`src/rtl/regfile_pkg.sv`:
```
// Shared constants and helpers for the register file with load scoreboard.
package regfile_pkg;

    localparam int BA_IDX       = 0;
    localparam int DEF_DATA_W   = 16;
    localparam int DEF_NUM_REGS = 8;

    function automatic int addr_w(input int n);
        int w;
        w = $clog2(n);
        return (w < 1) ? 1 : w;
    endfunction

endpackage

```
`src/rtl/regfile_scoreboard_if.sv`:
```
// Decode/writeback bus of the register file: read ports, ALU write, load issue/return.
interface regfile_scoreboard_if
    import regfile_pkg::*;
#(
    parameter int DATA_W   = DEF_DATA_W,
    parameter int NUM_REGS = DEF_NUM_REGS,
    parameter int NUM_RD   = 2,
    parameter int ADDR_W   = addr_w(NUM_REGS)
);

    logic [NUM_RD*ADDR_W-1:0] rd_addr;
    logic [NUM_RD*DATA_W-1:0] rd_data;
    logic [NUM_RD-1:0]        rd_busy;
    logic                     wr_en;
    logic [ADDR_W-1:0]        wr_addr;
    logic [DATA_W-1:0]        wr_data;
    logic                     ld_issue;
    logic [ADDR_W-1:0]        ld_issue_addr;
    logic                     ld_done;
    logic [ADDR_W-1:0]        ld_done_addr;
    logic [DATA_W-1:0]        ld_data;
    logic [NUM_REGS-1:0]      busy_vec;
    logic                     sb_err;

    modport master (
        output rd_addr, wr_en, wr_addr, wr_data,
        output ld_issue, ld_issue_addr, ld_done, ld_done_addr, ld_data,
        input  rd_data, rd_busy, busy_vec, sb_err
    );

    modport slave (
        input  rd_addr, wr_en, wr_addr, wr_data,
        input  ld_issue, ld_issue_addr, ld_done, ld_done_addr, ld_data,
        output rd_data, rd_busy, busy_vec, sb_err
    );

endinterface

```
`src/rtl/reg_scoreboard.sv`:
```
// Per-register busy bits for outstanding loads, with a registered protocol-error pulse.
module reg_scoreboard
    import regfile_pkg::*;
#(
    parameter int NUM_REGS = DEF_NUM_REGS,
    parameter int ADDR_W   = addr_w(NUM_REGS)
) (
    input  logic                clk,
    input  logic                rst,
    input  logic                ld_issue_i,
    input  logic [ADDR_W-1:0]   ld_issue_addr_i,
    input  logic                ld_done_i,
    input  logic [ADDR_W-1:0]   ld_done_addr_i,
    output logic [NUM_REGS-1:0] busy_vec_o,
    output logic                sb_err_o
);

    localparam logic [ADDR_W:0] NREGS_C = (ADDR_W + 1)'(NUM_REGS);

    logic [NUM_REGS-1:0] busy_q;
    logic [NUM_REGS-1:0] busy_d;
    logic                err_q;
    logic                err_d;
    logic                issue_ok_s;
    logic                done_ok_s;
    logic                same_reg_s;

    assign issue_ok_s = ({1'b0, ld_issue_addr_i} < NREGS_C);
    assign done_ok_s  = ({1'b0, ld_done_addr_i} < NREGS_C);
    assign same_reg_s = ld_done_i && (ld_done_addr_i == ld_issue_addr_i);

    // Busy next-state: issue beats done on the same register.
    always_comb begin
        busy_d = busy_q;
        for (int n = 0; n < NUM_REGS; n++) begin
            if (ld_issue_i && issue_ok_s && (ld_issue_addr_i == ADDR_W'(n))) begin
                busy_d[n] = 1'b1;
            end else if (ld_done_i && done_ok_s && (ld_done_addr_i == ADDR_W'(n))) begin
                busy_d[n] = 1'b0;
            end else begin
                busy_d[n] = busy_q[n];
            end
        end
    end

    // Protocol error detection: double issue, orphan return, or out-of-range address.
    always_comb begin
        err_d = 1'b0;
        if (ld_issue_i && !issue_ok_s) begin
            err_d = 1'b1;
        end else if (ld_issue_i && busy_q[ld_issue_addr_i] && !same_reg_s) begin
            err_d = 1'b1;
        end else begin
            err_d = 1'b0;
        end
        if (ld_done_i && !done_ok_s) begin
            err_d = 1'b1;
        end else if (ld_done_i && !busy_q[ld_done_addr_i]) begin
            err_d = 1'b1;
        end else begin
            err_d = err_d;
        end
    end

    // Scoreboard state register.
    always_ff @(posedge clk) begin
        if (rst) begin
            busy_q <= '0;
            err_q  <= 1'b0;
        end else begin
            busy_q <= busy_d;
            err_q  <= err_d;
        end
    end

    assign busy_vec_o = busy_q;
    assign sb_err_o   = err_q;

endmodule

```
`src/rtl/regfile_scoreboard.sv`:
```
// Register file with ALU and load-return write ports, optional write-to-read bypass.
module regfile_scoreboard
    import regfile_pkg::*;
#(
    parameter int          DATA_W   = DEF_DATA_W,
    parameter int          NUM_REGS = DEF_NUM_REGS,
    parameter int          NUM_RD   = 2,
    parameter logic [15:0] BA_INIT  = 16'h0400,
    parameter bit          BYPASS   = 1'b1
) (
    input logic               clk,
    input logic               rst,
    regfile_scoreboard_if.slave bus
);

    localparam int                ADDR_W  = addr_w(NUM_REGS);
    localparam logic [ADDR_W:0]   NREGS_C = (ADDR_W + 1)'(NUM_REGS);
    localparam logic [DATA_W-1:0] BA_VAL  = DATA_W'(BA_INIT);

    logic [DATA_W-1:0]   regs_q [NUM_REGS];
    logic [DATA_W-1:0]   regs_d [NUM_REGS];
    logic [NUM_REGS-1:0] busy_vec_s;
    logic                sb_err_s;
    logic                wr_ok_s;
    logic                ld_ok_s;

    assign wr_ok_s = bus.wr_en   && ({1'b0, bus.wr_addr} < NREGS_C);
    assign ld_ok_s = bus.ld_done && ({1'b0, bus.ld_done_addr} < NREGS_C);

    // Write-priority mux: the ALU result wins over a colliding load return.
    always_comb begin
        for (int n = 0; n < NUM_REGS; n++) begin
            if (wr_ok_s && (bus.wr_addr == ADDR_W'(n))) begin
                regs_d[n] = bus.wr_data;
            end else if (ld_ok_s && (bus.ld_done_addr == ADDR_W'(n))) begin
                regs_d[n] = bus.ld_data;
            end else begin
                regs_d[n] = regs_q[n];
            end
        end
    end

    // Storage array; register 0 resets to the base address.
    always_ff @(posedge clk) begin
        if (rst) begin
            for (int n = 0; n < NUM_REGS; n++) begin
                regs_q[n] <= (n == BA_IDX) ? BA_VAL : '0;
            end
        end else begin
            regs_q <= regs_d;
        end
    end

    reg_scoreboard #(
        .NUM_REGS (NUM_REGS),
        .ADDR_W   (ADDR_W)
    ) u_sb (
        .clk             (clk),
        .rst             (rst),
        .ld_issue_i      (bus.ld_issue),
        .ld_issue_addr_i (bus.ld_issue_addr),
        .ld_done_i       (bus.ld_done),
        .ld_done_addr_i  (bus.ld_done_addr),
        .busy_vec_o      (busy_vec_s),
        .sb_err_o        (sb_err_s)
    );

    assign bus.busy_vec = busy_vec_s;
    assign bus.sb_err   = sb_err_s;

    for (genvar p = 0; p < NUM_RD; p++) begin : g_rd
        logic [ADDR_W-1:0] addr_s;
        logic              in_rng_s;
        logic              wr_match_s;
        logic              ld_match_s;
        logic [DATA_W-1:0] data_s;
        logic              busy_s;

        assign addr_s     = bus.rd_addr[p*ADDR_W +: ADDR_W];
        assign in_rng_s   = ({1'b0, addr_s} < NREGS_C);
        assign wr_match_s = BYPASS && bus.wr_en   && (bus.wr_addr == addr_s);
        assign ld_match_s = BYPASS && bus.ld_done && (bus.ld_done_addr == addr_s);

        // Read mux: a returning load hides the busy bit only when forwarding is on.
        always_comb begin
            data_s = '0;
            busy_s = 1'b0;
            if (!in_rng_s) begin
                data_s = '0;
                busy_s = 1'b0;
            end else if (wr_match_s) begin
                data_s = bus.wr_data;
                busy_s = busy_vec_s[addr_s] & ~ld_match_s;
            end else if (ld_match_s) begin
                data_s = bus.ld_data;
                busy_s = 1'b0;
            end else begin
                data_s = regs_q[addr_s];
                busy_s = busy_vec_s[addr_s];
            end
        end

        assign bus.rd_data[p*DATA_W +: DATA_W] = data_s;
        assign bus.rd_busy[p]                  = busy_s;
    end

endmodule

```
`src/flat_wrapper.sv`:
```
// flat-port wrapper written by rule: the top's interface ports become plain ports
module regfile_scoreboard_flat import regfile_pkg::*;
#(
    parameter int          DATA_W   = DEF_DATA_W,
    parameter int          NUM_REGS = DEF_NUM_REGS,
    parameter int          NUM_RD   = 2,
    parameter logic [15:0] BA_INIT  = 16'h0400,
    parameter bit          BYPASS   = 1'b1
)
  (clk, rst, bus_rd_addr, bus_wr_en, bus_wr_addr, bus_wr_data, bus_ld_issue, bus_ld_issue_addr, bus_ld_done, bus_ld_done_addr, bus_ld_data, bus_rd_data, bus_rd_busy, bus_busy_vec, bus_sb_err);
  regfile_scoreboard_if #(.DATA_W(DATA_W), .NUM_REGS(NUM_REGS), .NUM_RD(NUM_RD)) bus_i ();
  input logic clk;
  input logic rst;
  input wire logic [$bits(bus_i.rd_addr)-1:0] bus_rd_addr;
  input wire logic [$bits(bus_i.wr_en)-1:0] bus_wr_en;
  input wire logic [$bits(bus_i.wr_addr)-1:0] bus_wr_addr;
  input wire logic [$bits(bus_i.wr_data)-1:0] bus_wr_data;
  input wire logic [$bits(bus_i.ld_issue)-1:0] bus_ld_issue;
  input wire logic [$bits(bus_i.ld_issue_addr)-1:0] bus_ld_issue_addr;
  input wire logic [$bits(bus_i.ld_done)-1:0] bus_ld_done;
  input wire logic [$bits(bus_i.ld_done_addr)-1:0] bus_ld_done_addr;
  input wire logic [$bits(bus_i.ld_data)-1:0] bus_ld_data;
  output wire logic [$bits(bus_i.rd_data)-1:0] bus_rd_data;
  output wire logic [$bits(bus_i.rd_busy)-1:0] bus_rd_busy;
  output wire logic [$bits(bus_i.busy_vec)-1:0] bus_busy_vec;
  output wire logic [$bits(bus_i.sb_err)-1:0] bus_sb_err;
  assign bus_i.rd_addr = bus_rd_addr;
  assign bus_i.wr_en = bus_wr_en;
  assign bus_i.wr_addr = bus_wr_addr;
  assign bus_i.wr_data = bus_wr_data;
  assign bus_i.ld_issue = bus_ld_issue;
  assign bus_i.ld_issue_addr = bus_ld_issue_addr;
  assign bus_i.ld_done = bus_ld_done;
  assign bus_i.ld_done_addr = bus_ld_done_addr;
  assign bus_i.ld_data = bus_ld_data;
  assign bus_rd_data = bus_i.rd_data;
  assign bus_rd_busy = bus_i.rd_busy;
  assign bus_busy_vec = bus_i.busy_vec;
  assign bus_sb_err = bus_i.sb_err;
  regfile_scoreboard #(.DATA_W(DATA_W), .NUM_REGS(NUM_REGS), .NUM_RD(NUM_RD), .BA_INIT(BA_INIT), .BYPASS(BYPASS)) u_core (.clk(clk), .rst(rst), .bus(bus_i));
endmodule
```
`config.mk`:
```
export PLATFORM = sky130hd
export DESIGN_NAME = regfile_scoreboard_flat
export DESIGN_NICKNAME = d
export VERILOG_FILES = /design/src/rtl/regfile_pkg.sv /design/src/rtl/regfile_scoreboard_if.sv /design/src/rtl/reg_scoreboard.sv /design/src/rtl/regfile_scoreboard.sv /design/src/flat_wrapper.sv
export SDC_FILE = /design/constraint.sdc
export NUM_CORES = 1
export LEC_CHECK = 0
export CAP_MARGIN = 10
export CORE_MARGIN = 5
export CORE_UTILIZATION = 35
export DETAILED_ROUTE_END_ITERATION = 12
export GPL_ROUTABILITY_DRIVEN = 1
export SLEW_MARGIN = 20
export SYNTH_ARGS = -nofsm -noshare
export SYNTH_HDL_FRONTEND = slang
export SYNTH_HIERARCHICAL = 1
export SYNTH_SLANG_ARGS = --single-unit
```
`constraint.sdc`:
```
create_clock -name clk -period 6.9 [get_ports clk]
set_input_delay 2.07 -clock clk [delete_from_list [all_inputs] [get_ports clk]]
set_output_delay 2.07 -clock clk [all_outputs]
set_load 0.01 [all_outputs]
```
==> metrics.csv, run 1 <==
stage,metric,value,unit
route,initialDrtViolationCount,705,
placed_design,io_buffers,94,
grt,antenna_found_initial,2,
hold_path,min_path_type,reg2reg,
clocking,post_cts.repair.setup_buffers,0,
sta,finalCriticalPeriod,6.71,ns
synthesis,syn-num-nets,993,
die,placementRows,61,
synthesis,ys_ff_latch,137,
clocking,ctsResizeCount,0,
clocking,clockBufferDepth,2,
sta,fin_crit_sh,97.3,%
clocking,numCtsBuffers,17,
clocking,htreeDepth,4,
sta,worstMarginPinSlew,1.14,ns
layout,num-nets-final,1024,
die,core,27600,sq um
die,ioPinCount,95,
synthesis,syn_area,9740,sq um
sta,hold_viol,0,
power_and_ir_drop,total_power,2.22,mW
layout,final_cell_area,11200,sq um
setup_path,worst-setup-path-type,in2out,
layout,area_delta_synth_final,15.5,%
route,antenna_left,0,
synthesis,synth_cell_types,40,
synthesis,synth_area_per_cell,10.3,sq um
clocking,clkSlewWorstSetupHoldPaths,0.07,ns
clocking,postCtsHoldBufs,0,
grt,grt_max_degree,97,
grt,grt_pass1_wl,47900,microns
setup_path,critPathRequiredTime,4.83,ns
clocking,cts.sinks,137,
layout,fin_util,40.7,%
layout,drive_above_1_share,15.4,%
power_and_ir_drop,ir_drop,154,uV
placed_design,place_congestion,0.811,
sta,setup_viol_count_final,0,
synthesis,seq_area_frac_synth,28.2,%
clocking,cts_root_buffer,clkbuf_16,
power_and_ir_drop,leakagePower,4.62,nW
sta,slew-limit-headroom,24.1,%
setup_path,cp-start-kind,input port,
route,drcViolationCount,0,
sta,final_max_slew_viol_count,0,
grt,grt_usage,19.8,%
route,vias_per_cell,5.80,
sta,fin_tns_setup,0,ns
placed_design,placed_area,10600,sq um
grt,grt_pass1_vias,7831,
sta,skew,0.00605,ns
route,dr.pass1.iters,5,
placed_design,hpwl,20200,microns
synthesis,yosys_warnings,6,
setup_path,critPathMaxFanout,32,
route,wl_per_cell,23.1,microns
clocking,cts_tree,yes,
synthesis,postSynthCellCount,941,
sta,fmax,149,MHz
route,routed_wl,31500,microns
die,die_area,31300,sq um
job,cap_violations,0,
sta,rsz0062_at_grt,false,
power_and_ir_drop,power_density,197,nW/um^2
status,status,"finished, final reports clean",
die,die_y,177,microns
clocking,insertion_delay,0.43,ns
die,start_util,35.2,%
layout,n_fill_cell,2724,
die,die_w,177,microns
route,num_vias,7917,
setup_path,crit_path_end_kind,output pin,
grt,overflow,0,
setup_path,crit_arrival,4.64,ns
-- state kept, by name, summed over array words and instances, names as in the netlist --
signal                  flops
u_core/regs_q             128
u_core/u_sb/busy_vec_o      8
u_core/u_sb/sb_err_o        1
-- placed cells by master, fill, tap and decap left out, types with 25 or more instances in the layout --
master / n
a211oi_1: 127
buf_4: 47
clkdlybuf4s50_1: 89
dfxtp_1: 137
mux2_2: 35
mux2i_1: 163
mux4_1: 45
mux4_2: 25
nand2_1: 40
nor2_1: 130
-- through the flow --
stage,setup WS (ns),cells,hold WS (ns)
finish,0.186,1364,0.565
detailed placement,0.260,1331,0.550
floorplan,1.46,941,0.527
global placement,0.254,1331,0.543
CTS,0.256,1363,0.562
global route,0.0818,1364,0.587
-- cells by family (layout without fill, tap and decap cells) --
group / Yosys count / after routing / synth area share (%)
buffers and inverters: 132 / 176 / 9.69
DFF: 137 / 137 / 28.2
muxes: 268 / 268 / 38.7
xor gates and xnor gates: 15 / 15 / 1.35
other: 0 / 1 / 0
AOI/OAI and AO/OA: 180 / 180 / 12.7
and+or+nand+nor: 209 / 209 / 9.35
-- critical path: stages --
cell and delay (ns):
clkdlybuf4s50_1 0.62, buf_4 0.42, xnor2_1 0.16, and4_1 0.20
buf_4 0.34, nand2_1 0.16, o21ai_0 0.10, clkdlybuf4s50_1 0.56
-- cell usage after synthesis (all sizes together) --
library cell | n | area share [%]
o31ai | 2 | 0.15
o21ai | 38 | 2.0
nand4 | 7 | 0.45
mux2i | 163 | 17
or2 | 1 | 0.064
mux4 | 70 | 18
nor3 | 1 | 0.17
nand3 | 8 | 0.41
and2 | 2 | 0.13
a32oi | 1 | 0.090
xnor2 | 15 | 1.3
dfxtp | 137 | 28
nor2b | 7 | 0.45
and4 | 2 | 0.18
buf | 74 | 6.3
o22a | 1 | 0.090
nand2 | 40 | 1.5
a21oi | 10 | 0.55
or2b | 1 | 0.077
nor4b | 1 | 0.090
mux2 | 35 | 4.0
nand3b | 1 | 0.077
a211oi | 127 | 9.8
nor4bb | 2 | 0.21
nand4b | 3 | 0.27
clkbuf | 58 | 3.4
o31a | 1 | 0.090
or4b | 1 | 0.10
nor2 | 130 | 5.0
nand2b | 2 | 0.13
-- layer usage --
metal / wire, microns / track usage, % / vias to the layer above
li1: - / - / 3620
met1: 14100 / 26.8 / 3900
met3: 2750 / 5.49 / 44
met5: 11 / 0 / -
met2: 14100 / 31.1 / 351
met4: 537 / 5.35 / 2
-- power breakdown --
| part | leakage, nW | internal (mW) | total (mW) | switching [mW] |
|---|---|---|---|---|
| clock network | 0.285 | 0.539 | 0.925 | 0.386 |
| registers | 1.12 | 0.831 | 0.860 | 0.0294 |
| logic | 3.22 | 0.213 | 0.435 | 0.223 |
| total | 4.62 | 1.58 | 2.22 | 0.638 |
-- cell type report --
class | instances | area (sq um) | area share (%)
tap | 378 | 473 | 4.21
multi-input combinational | 672 | 6090 | 54.2
timing repair buffer | 144 | 1340 | 12.0
sequential | 137 | 2740 | 24.4
clock inverter | 15 | 168 | 1.49
antenna | 1 | 2.50 | 0.0223
clock buffer | 17 | 425 | 3.78
-- worst paths after layout --
check	start	end	slack [ns]	depth (start not counted)
worst min register to register	u_core/u_sb/busy_vec_o[1]$_SDFFE_PP0P_	u_core/u_sb/busy_vec_o[1]$_SDFFE_PP0P_	0.56	2
worst min-delay path	u_core/u_sb/busy_vec_o[1]$_SDFFE_PP0P_	u_core/u_sb/busy_vec_o[1]$_SDFFE_PP0P_	0.56	2
worst max-delay path	bus_rd_addr[4]	bus_rd_data[20]	0.19	8
worst max register to register	u_core/u_sb/busy_vec_o[7]$_SDFFE_PP0P_	u_core/u_sb/sb_err_o$_SDFF_PP0_	5.62	3
No activity file was read; power rests on OpenSTA's default activity.
==> run 2, diff against run 1 <==
--- a/config.mk
+++ b/config.mk
@@ -5,6 +5,7 @@
 export SDC_FILE = /design/constraint.sdc
 export NUM_CORES = 1
 export LEC_CHECK = 0
+export ABC_AREA = 1
 export CAP_MARGIN = 10
 export CORE_MARGIN = 5
 export CORE_UTILIZATION = 35
==> run 2 against run 1 <==
Utilization is 0.085 points higher. Synthesized cell count is 87% higher. Via count is 57% higher. Clock skew is 0.0048 ns lower. Final cell count is 60% higher. Combinational power is 35% higher. Critical endpoint is now bus_rd_data[4]. Largest power group unchanged.
==> metrics.csv, run 2 <==
stage,metric,value,unit
status,status,"finished, final reports clean",
synthesis,ys_ff_latch,137,
route,initialDrtViolationCount,1573,
layout,layout_common_cells,"nand2_1 (507), nand3_1 (269), inv_1 (181)",
placed_design,place_congestion,0.952,
clocking,numCtsBuffers,17,
die,placementRows,63,
clocking,cts_tree,yes,
setup_path,slowest_delay,0.56,ns
route,drcViolationCount,0,
sta,setup_viol_count_final,0,
clocking,post_cts.repair.setup_buffers,0,
power_and_ir_drop,p_switching,793,uW
die,core,29600,sq um
setup_path,reg2reg_to,u_core/u_sb/sb_err_o$_SDFF_PP0_,
clocking,cts.sinks,137,
power_and_ir_drop,p_int,1.71,mW
setup_path,crit_arrival,4.72,ns
hold_path,hp-start,u_core/regs_q[118]$_SDFFE_PP0P_,
die,die_y,183,microns
synthesis,synthMuxAreaShare,0,%
power_and_ir_drop,leakagePower,5.31,nW
synthesis,yosys-top-cells-area,"dfxtp_1 (26%), nand2_1 (18%), nand3_1 (13%), a21oi_1 (7.3%), o21ai_1 (7.3%)",
placed_design,io_buffers,94,
grt,grt_pass1_vias,11369,
grt,overflow,0,
synthesis,seq_area_frac_synth,26.3,%
synthesis,synthSimpleGateAreaFrac,37.5,%
sta,finalCriticalPeriod,6.79,ns
setup_path,worstRegToRegCells,6,
placed_design,hpwl,29200,microns
grt,antenna_found_initial,0,
setup_path,r2r-start,u_core/u_sb/busy_vec_o[0]$_SDFFE_PP0P_,
layout,regMostFlops,u_core/regs_q,
sta,hold_viol,0,
sta,fin_tns_setup,0,ns
sta,skew,0.00126,ns
grt,grt_pass1_wl,68100,microns
power_and_ir_drop,swShare,31.7,%
grt,grt_usage,26.2,%
synthesis,synth_area_per_cell,5.94,sq um
synthesis,synth_xor_xnor_area_share,0.0840,%
sta,fmax,147,MHz
layout,final_cell_area,12100,sq um
route,wl_per_cell,20.7,microns
layout,drive_above_1_share,8.89,%
sta,final_max_slew_viol_count,0,
synthesis,synth_ff_type,dfxtp_1,
clocking,insertion_delay,0.43,ns
synthesis,async_flop_share,0,%
power_and_ir_drop,pwr-share-comb,23.4,%
layout,antenna_cells,0,
setup_path,path_common_cell,nand2_1,
sta,rsz0062_at_grt,false,
synthesis,synth_fa_ha_area_share,0,%
clocking,clkSlewWorstSetupHoldPaths,0.06,ns
sta,fin_crit_sh,98.4,%
layout,layout_commonest_cell,nand2_1,
placed_design,placed_area,11400,sq um
synthesis,synth_top_family_by_area,simple AND/OR/NAND/NOR gates,
power_and_ir_drop,pwr-share-seq,34.4,%
synthesis,postSynthCellCount,1757,
hold_path,min_to,u_core/regs_q[118]$_SDFFE_PP0P_,
die,die_w,183,microns
synthesis,synth_compound_area_share,21.3,%
layout,fin_util,40.8,%
route,num_vias,12420,
setup_path,cp_cell_sequence,clkdlybuf4s50_1 -> buf_4 -> nand2_1 -> o21ai_0 -> inv_1 -> nand3_2 -> inv_1 -> nand2_1 -> nand2_1 -> clkdlybuf4s50_1,
setup_path,cp-start-kind,input port,
job,cap_violations,0,
synthesis,yosysTopAreaCell,dfxtp_1,
power_and_ir_drop,power_density,208,nW/um^2
synthesis,yosys_warnings,6,
clocking,cts_root_buffer,clkbuf_16,
route,antenna_left,0,
die,ioPinCount,95,
die,start_util,35.3,%
route,routed_wl,45000,microns
route,dr.pass1.iters,7,
layout,area_delta_synth_final,15.6,%
sta,slew-limit-headroom,30.2,%
setup_path,cpMaxStageDelayCell,clkdlybuf4s50_1,
synthesis,syn_area,10400,sq um
setup_path,critPathMaxFanout,18,
layout,n_fill_cell,3177,
clocking,postCtsHoldBufs,0,
power_and_ir_drop,total_power,2.50,mW
layout,num-nets-final,1827,
synthesis,synth_top_area_share,26.3,%
hold_path,min_path_type,reg2reg,
setup_path,crit_path_end_kind,output pin,
synthesis,synth_cell_types,32,
power_and_ir_drop,pwr-share-clk,42.2,%
clocking,ctsResizeCount,0,
clocking,clockBufferDepth,2,
setup_path,critical_path.startpoint,bus_rd_addr[2],
setup_path,critPathRequiredTime,4.83,ns
grt,grt_max_degree,82,
synthesis,synth_edf_count,0,
layout,largest_register_ffs,128,
synthesis,syn-num-nets,1809,
clocking,htreeDepth,4,
sta,worstMarginPinSlew,1.05,ns
setup_path,worst-r2r-setup-slack,5.88,ns
route,vias_per_cell,5.70,
power_and_ir_drop,ir_drop,124,uV
synthesis,synth_top_cells_by_count,"nand2_1 (507), nand3_1 (269), inv_1 (182)",
die,die_area,33400,sq um
synthesis,synth.most_common_cell,nand2_1,
setup_path,worst-setup-path-type,in2out,
hold_path,hold_depth,2,
run 2: worst max-delay path, delay by kind of cell:
family	cells	cell delay (ns)
simple gates	4	0.67
buf+inv	5	1.89
compound gates	1	0.08
run 2: stage by stage:
stage,cells,hold WS [ns],worst slack (ns)
final,2178,0.465,0.112
after global routing,2178,0.492,0.0202
after CTS,2178,0.467,0.185
after detailed placement,2146,0.457,0.196
after global placement,2146,0.455,0.231
after floorplan,1757,0.444,1.68
run 2: cells by family (layout without fill, tap and decap cells):
group	count (synthesis)	in the layout
buffers and inverters	340	371
AOI/OAI and AO/OA	416	416
xor gates and xnor gates	1	1
DFF	137	137
and+or+nand+nor	863	863
run 2: how the worst max path moves through the flow:
| stage | endpoint | slack, ns |
|---|---|---|
| 2_1_floorplan | bus_rd_busy[0] | 1.68 |
| 6_report | bus_rd_data[4] | 0.11 |
| 4_1_cts | bus_rd_data[4] | 0.18 |
| 5_1_grt | bus_rd_data[15] | 0.02 |
| 3_5_place_dp | bus_rd_data[4] | 0.20 |
| 3_3_place_gp | bus_rd_data[4] | 0.23 |
run 2: power groups by stage:
stage	clock, mW	sequential [mW]	combinational, mW
floorplan	0	0.870	0.350
global placement	0	0.876	0.566
detailed placement	0	0.877	0.569
CTS	1.06	0.860	0.573
global route	1.09	0.865	0.631
finish	1.06	0.861	0.586
run 2: cell type report:
cell class	instances	area (sq um)	area share [%]
Multi-Input combinational cell	1280	6150	51.0
Sequential cell	137	2740	22.8
Timing Repair Buffer	129	1220	10.1
Inverter	210	793	6.58
Tap cell	390	488	4.05
Clock buffer	22	474	3.93
Clock inverter	10	189	1.57
run 2: per-layer routing:
layer / up-vias / global-route usage [%] / wire (microns)
met1: 5652 / 35.7 / 18500
li1: 5772 / - / -
met4: 0 / 12.7 / 2330
met2: 848 / 39.0 / 18600
met5: - / 0 / 0
met3: 148 / 6.16 / 5550
